## src/rtl/rb_param.sv

```systemverilog
// rtl/rb_param.sv - parametrised register bank with byte-strobed bit-op writes and registered read port
module rb_param #(
    parameter int NUM_REGS = 4,
    parameter int DATA_W = 16,
    parameter int ADDR_W = $clog2(NUM_REGS),
    parameter logic [DATA_W-1:0] RESET_VAL = '0
) (
    input  logic                         clk_reg,
    input  logic                         rst,
    input  logic                         valid_reg,
    input  logic [ADDR_W-1:0]            addr,
    input  logic [DATA_W-1:0]            data_in,
    input  logic [DATA_W/8-1:0]          wstrb,
    input  logic [1:0]                   wr_op,
    output logic                         wr_err,
    input  logic                         rd_req_valid,
    output logic                         rd_req_ready,
    input  logic [ADDR_W-1:0]            rd_addr,
    output logic                         rd_rsp_valid,
    input  logic                         rd_rsp_ready,
    output logic [DATA_W-1:0]            rd_rsp_data,
    output logic                         rd_rsp_err,
    output logic [NUM_REGS*DATA_W-1:0]   regs_out,
    output logic [NUM_REGS-1:0]          changed
);

    localparam int NUM_BYTES = DATA_W / 8;
    // Register count widened by one bit so it is representable even when NUM_REGS is a power of two.
    localparam logic [ADDR_W:0] REG_COUNT = (ADDR_W + 1)'(NUM_REGS);

    typedef enum logic [1:0] {
        OP_WRITE  = 2'b00,
        OP_SET    = 2'b01,
        OP_CLEAR  = 2'b10,
        OP_TOGGLE = 2'b11
    } op_t;

    logic [DATA_W-1:0] regs [NUM_REGS];
    logic [DATA_W-1:0] nxt  [NUM_REGS];
    logic              wr_in_range;
    logic              rd_in_range;
    logic              rd_accept;
    logic [DATA_W-1:0] rd_mux;

    function automatic logic [DATA_W-1:0] apply_op(
        input logic [DATA_W-1:0]    old_v,
        input logic [DATA_W-1:0]    din,
        input logic [NUM_BYTES-1:0] strb,
        input logic [1:0]           op
    );
        logic [DATA_W-1:0] res;
        res = old_v;
        for (int b = 0; b < NUM_BYTES; b++) begin
            if (strb[b]) begin
                case (op_t'(op))
                    OP_WRITE:  res[b*8 +: 8] = din[b*8 +: 8];
                    OP_SET:    res[b*8 +: 8] = old_v[b*8 +: 8] | din[b*8 +: 8];
                    OP_CLEAR:  res[b*8 +: 8] = old_v[b*8 +: 8] & ~din[b*8 +: 8];
                    OP_TOGGLE: res[b*8 +: 8] = old_v[b*8 +: 8] ^ din[b*8 +: 8];
                    default:   res[b*8 +: 8] = old_v[b*8 +: 8];
                endcase
            end
        end
        return res;
    endfunction

    assign wr_in_range  = {1'b0, addr} < REG_COUNT;
    assign rd_in_range  = {1'b0, rd_addr} < REG_COUNT;
    assign rd_req_ready = ~rd_rsp_valid | rd_rsp_ready;
    assign rd_accept    = rd_req_valid & rd_req_ready;

    always_comb begin
        rd_mux = '0;
        for (int i = 0; i < NUM_REGS; i++) begin
            nxt[i] = regs[i];
            if (valid_reg && wr_in_range && addr == ADDR_W'(i)) begin
                nxt[i] = apply_op(regs[i], data_in, wstrb, wr_op);
            end
            if (rd_addr == ADDR_W'(i)) begin
                rd_mux = regs[i];
            end
        end
    end

    // Read samples the pre-write array, giving read-before-write on address collisions.
    always_ff @(posedge clk_reg) begin
        if (rst) begin
            for (int i = 0; i < NUM_REGS; i++) begin
                regs[i] <= RESET_VAL;
            end
            changed      <= '0;
            wr_err       <= 1'b0;
            rd_rsp_valid <= 1'b0;
            rd_rsp_data  <= '0;
            rd_rsp_err   <= 1'b0;
        end else begin
            for (int i = 0; i < NUM_REGS; i++) begin
                regs[i]    <= nxt[i];
                changed[i] <= (nxt[i] != regs[i]);
            end
            wr_err <= valid_reg & ~wr_in_range;
            if (rd_accept) begin
                rd_rsp_valid <= 1'b1;
                rd_rsp_data  <= rd_in_range ? rd_mux : '0;
                rd_rsp_err   <= ~rd_in_range;
            end else if (rd_rsp_ready) begin
                rd_rsp_valid <= 1'b0;
            end
        end
    end

    for (genvar g = 0; g < NUM_REGS; g++) begin : g_flat
        assign regs_out[g*DATA_W +: DATA_W] = regs[g];
    end

endmodule

```

## config.mk

```make
export PLATFORM = sky130hd
export DESIGN_NAME = rb_param
export DESIGN_NICKNAME = d
export VERILOG_FILES = /design/src/rtl/rb_param.sv
export SDC_FILE = /design/constraint.sdc
export NUM_CORES = 1
export LEC_CHECK = 0
export BUFFER_PORTS_ARGS = -buffer_cell sky130_fd_sc_hd__buf_2
export CELL_PAD_IN_SITES_DETAIL_PLACEMENT = 0
export CELL_PAD_IN_SITES_GLOBAL_PLACEMENT = 1
export CORE_ASPECT_RATIO = 1.5
export CORE_UTILIZATION = 49
export DETAILED_ROUTE_END_ITERATION = 10
export PLACE_DENSITY = 0.87
export RECOVER_POWER = 100
export SYNTH_ARGS = -nofsm -noshare
export SYNTH_HDL_FRONTEND = slang
export SYNTH_SLANG_ARGS = --single-unit
```

## constraint.sdc

```tcl
create_clock -name clk_reg -period 4.8 [get_ports clk_reg]
set_clock_uncertainty 0.05 [all_clocks]
set_input_delay 0.24 -clock clk_reg [delete_from_list [all_inputs] [get_ports clk_reg]]
set_output_delay 0.24 -clock clk_reg [all_outputs]
set_load 0.01 [all_outputs]
```

==> summary.md <==
| Metric | Value |
|---|---|
| Hold depth | `3` |
| H-tree depth | `3` |
| Min Hold Slack | `0.08825 ns` |
| TritonCTS clock tree | `yes` |
| Max Cap Viol | `1` |
| Most common cell in the netlist | `inv_1` |
| Period utilisation layout | `0.6408` |
| Initial core utilization | `0.4988` |
| # IOs | `117` |
| Cts bufs inserted | `9` |
| Initial antenna violation count | `0` |
| Cts hold-fix bufs | `0` |
| Post-Synthesis Cells | `843` |
| Yosys warns | `0` |
| Slowest cell on crit path | `clkbuf_1` |
| Syn Area/Cell | `9.536 um2` |
| Final Slew Violations | `41` |
| Die ar. | `16930 um2` |
| Worst-path fanout max | `37` |
| Die width | `106.6 um` |
| Flip-flop and latch area | `1702 um2` |
| Static leakage | `3.589 nW` |
| Ant. Diodes | `0` |
| Final Hold Vio Count | `0` |
| CTS Root Cell | `clkbuf_16` |
| Post-synth top cells | `139 x inv_1, 128 x ha_1, 85 x dfxtp_1` |
| Clock slew at reported path FFs | `0.07 ns` |
| WL/cell | `19.21 um` |
| Status | `finished, violations left` |
| Fin util | `0.5453` |
| Area contributors post-synth | `dfxtp_1 21%, ha_1 20%, mux4_2 19%` |
| Fmax | `325.1 MHz` |
| Flop-to-flop setup slack | `2.32 ns` |
| Clk buf depth | `2` |
| Post-route cell area | `8788 um2` |
| Row count | `57` |
| Setup TNS | `0 ns` |
| Synth unique cells | `55` |
| RSZ-0062 raised after global routing | `false` |
| Clk sinks | `85` |
| Post-route ant nets | `0` |
| Nets | `1080` |
| Proportion of layout cells with a drive suffix above 1 | `0.1358` |
| Top cell type's share of synthesized area | `0.2117` |
| Initial DRC Count | `350` |
| Max VDD drop | `0.1395 mV` |
| Multi-input logic area | `5492 um2` |
| Min-delay src | `rd_req_valid` |
| Post-CTS setup buffers | `0` |
| P per Cell Area | `224.1 nW/um2` |
| Area grow syn2layout | `9.323%` |
| Dpl cell area | `8592 um2` |
| Sequential share of the synthesized area | `0.2117` |
| Largest net degree at the start of global routing | `55` |
| Final setup margin | `1.724 ns` |
| CP bufs+invs | `2` |
| Vias per cell | `5.730` |
| GRT Residual Overflow | `0` |
| Hpwl dp | `16350 um` |
| Crit path largest cell delay | `0.90 ns` |
| Critical Path RT | `4.90 ns` |
| First-pass DRT Iterations | `4` |
| Hold EP | `rd_rsp_valid$_SDFFE_PP0P_` |
| Top delay family on crit path | `buffers and inverters` |
| Failing checks | `capacitance limit, slew limit` |
| Worst endpoint data arrival time | `3.17 ns` |
| Vias | `6498` |
| Total Wirelength | `21780 um` |
| Vias in the first global route | `6457` |
| Fraction of registers with async set/reset | `0` |
| Mapped cell area | `8039 um2` |
| Main synth FF type | `dfxtp_1` |
| Final setup fails | `0` |
| Global-route wire length before repair | `35040 um` |
| All-Layer GR Usage | `0.2689` |
| Final Critical Period | `3.076 ns` |
| Post-synth top area cell | `dfxtp_1` |
| Cts repair resizes | `0` |
| FF+latch count, synth | `85` |
| Setup crit end kind | `flop` |
| Crit-path cells | `clkbuf_1 > buf_4 > mux4_2 > xnor2_1 > a211o_1 > o31ai_1 > a21oi_1` |
| GPL Wtd Cong | `0.8369` |
| DRC viols | `0` |
| Buffers on Ports | `114` |
| Worst Tran Pin Value | `1.959 ns` |
| RR Startpoint | `regs[0][52]$_SDFF_PP0_` |
| CP Class | `input port to flop` |
| Fillers | `1547` |
| Worst Hold Class | `input port to flop` |
| Clk_lat worst skew | `0.35 ns` |
| Placeable Area | `16120 um2` |
| R2R cell count | `7` |
| EDFF count, synth | `0` |
| Die height | `158.9 um` |
| Startpoint Class | `input port` |
| Slew headroom | `-0.3061` |
| Placement Setup Slack | `1.955 ns` |
| Endpoint of the worst-slack reg-to-reg timing path | `changed[3]$_SDFF_PP0_` |
-- sequential cells by signal, indices dropped and copies added, names as in the netlist --
name          count
changed           4
rd_rsp_data      16
rd_rsp_valid      1
regs             64
-- where the power goes --
group	total, mW	internal [mW]	switching [mW]
sequential	0.750	0.723	0.0266
combinational	0.475	0.206	0.268
clock	0.744	0.411	0.334
-- per-stage QoR --
stage,power (mW),std cells
floorplan,1.121,844
global placement,1.233,1118
detailed placement,1.245,1118
CTS,1.981,1134
global route,2.063,1134
finish,1.969,1134
-- routing by layer --
metal  wire length (um)  GRT usage
met1               8332     0.3063
met2              11380     0.4657
met3                684    0.03284
met4               1386     0.1743
met5                  0          0
-- placed cells by master, fill, tap and decap left out, types with 3 or more instances in the layout --
cell and n:
nand4_1 11, mux2i_1 24, nor2_1 59, clkbuf_1 88
inv_1 139, o41ai_1 4, dfxtp_1 85, a211oi_1 29
o21ai_0 18, nand2_1 69, buf_4 6, ha_1 128
inv_6 3, and2_1 3, xnor2_1 51, a21oi_1 46
buf_2 25, clkinv_4 3, mux4_2 68, mux4_1 5
nand2b_1 8, nand3_1 5, o211ai_1 3, clkbuf_16 9
-- how the worst max path moves through the flow --
stage                           startpoint                     to  slack (ns)  cells after the start
floorplan           regs[0][35]$_SDFF_PP0_  changed[2]$_SDFF_PP0_        2.71                      7
global placement                  wr_op[0]  changed[2]$_SDFF_PP0_        1.95                      7
detailed placement                wr_op[0]  changed[2]$_SDFF_PP0_        1.96                      7
CTS                               wr_op[0]  changed[2]$_SDFF_PP0_        2.32                      7
global route                      wr_op[0]  changed[3]$_SDFF_PP0_        1.58                      7
finish                            wr_op[0]  changed[3]$_SDFF_PP0_        1.72                      7
-- area by class of cell --
class                      count  share of cell area
clock buffer                   9             0.02563
clock inverter                 7            0.009254
inverter                     140             0.06036
multi-input combinational    568              0.6249
sequential                    85              0.1936
tap                          206             0.02933
timing repair buffer         119             0.05695
-- kinds of logic after synthesis --
family | count (synthesis) | share of synthesized area
mux | 99 | 0.2395
fa+ha+maj | 128 | 0.1992
buf+inv | 191 | 0.1063
simple gates | 165 | 0.08794
compound gates | 123 | 0.09930
xor+xnor | 51 | 0.05556
flops | 85 | 0.2117
other cells | 1 | 0.0004665
-- worst min-delay path: stages --
cell     delay, ns
buf_2         0.11
inv_1         0.04
a21oi_1       0.05
No activity file was read; power rests on OpenSTA's default activity.
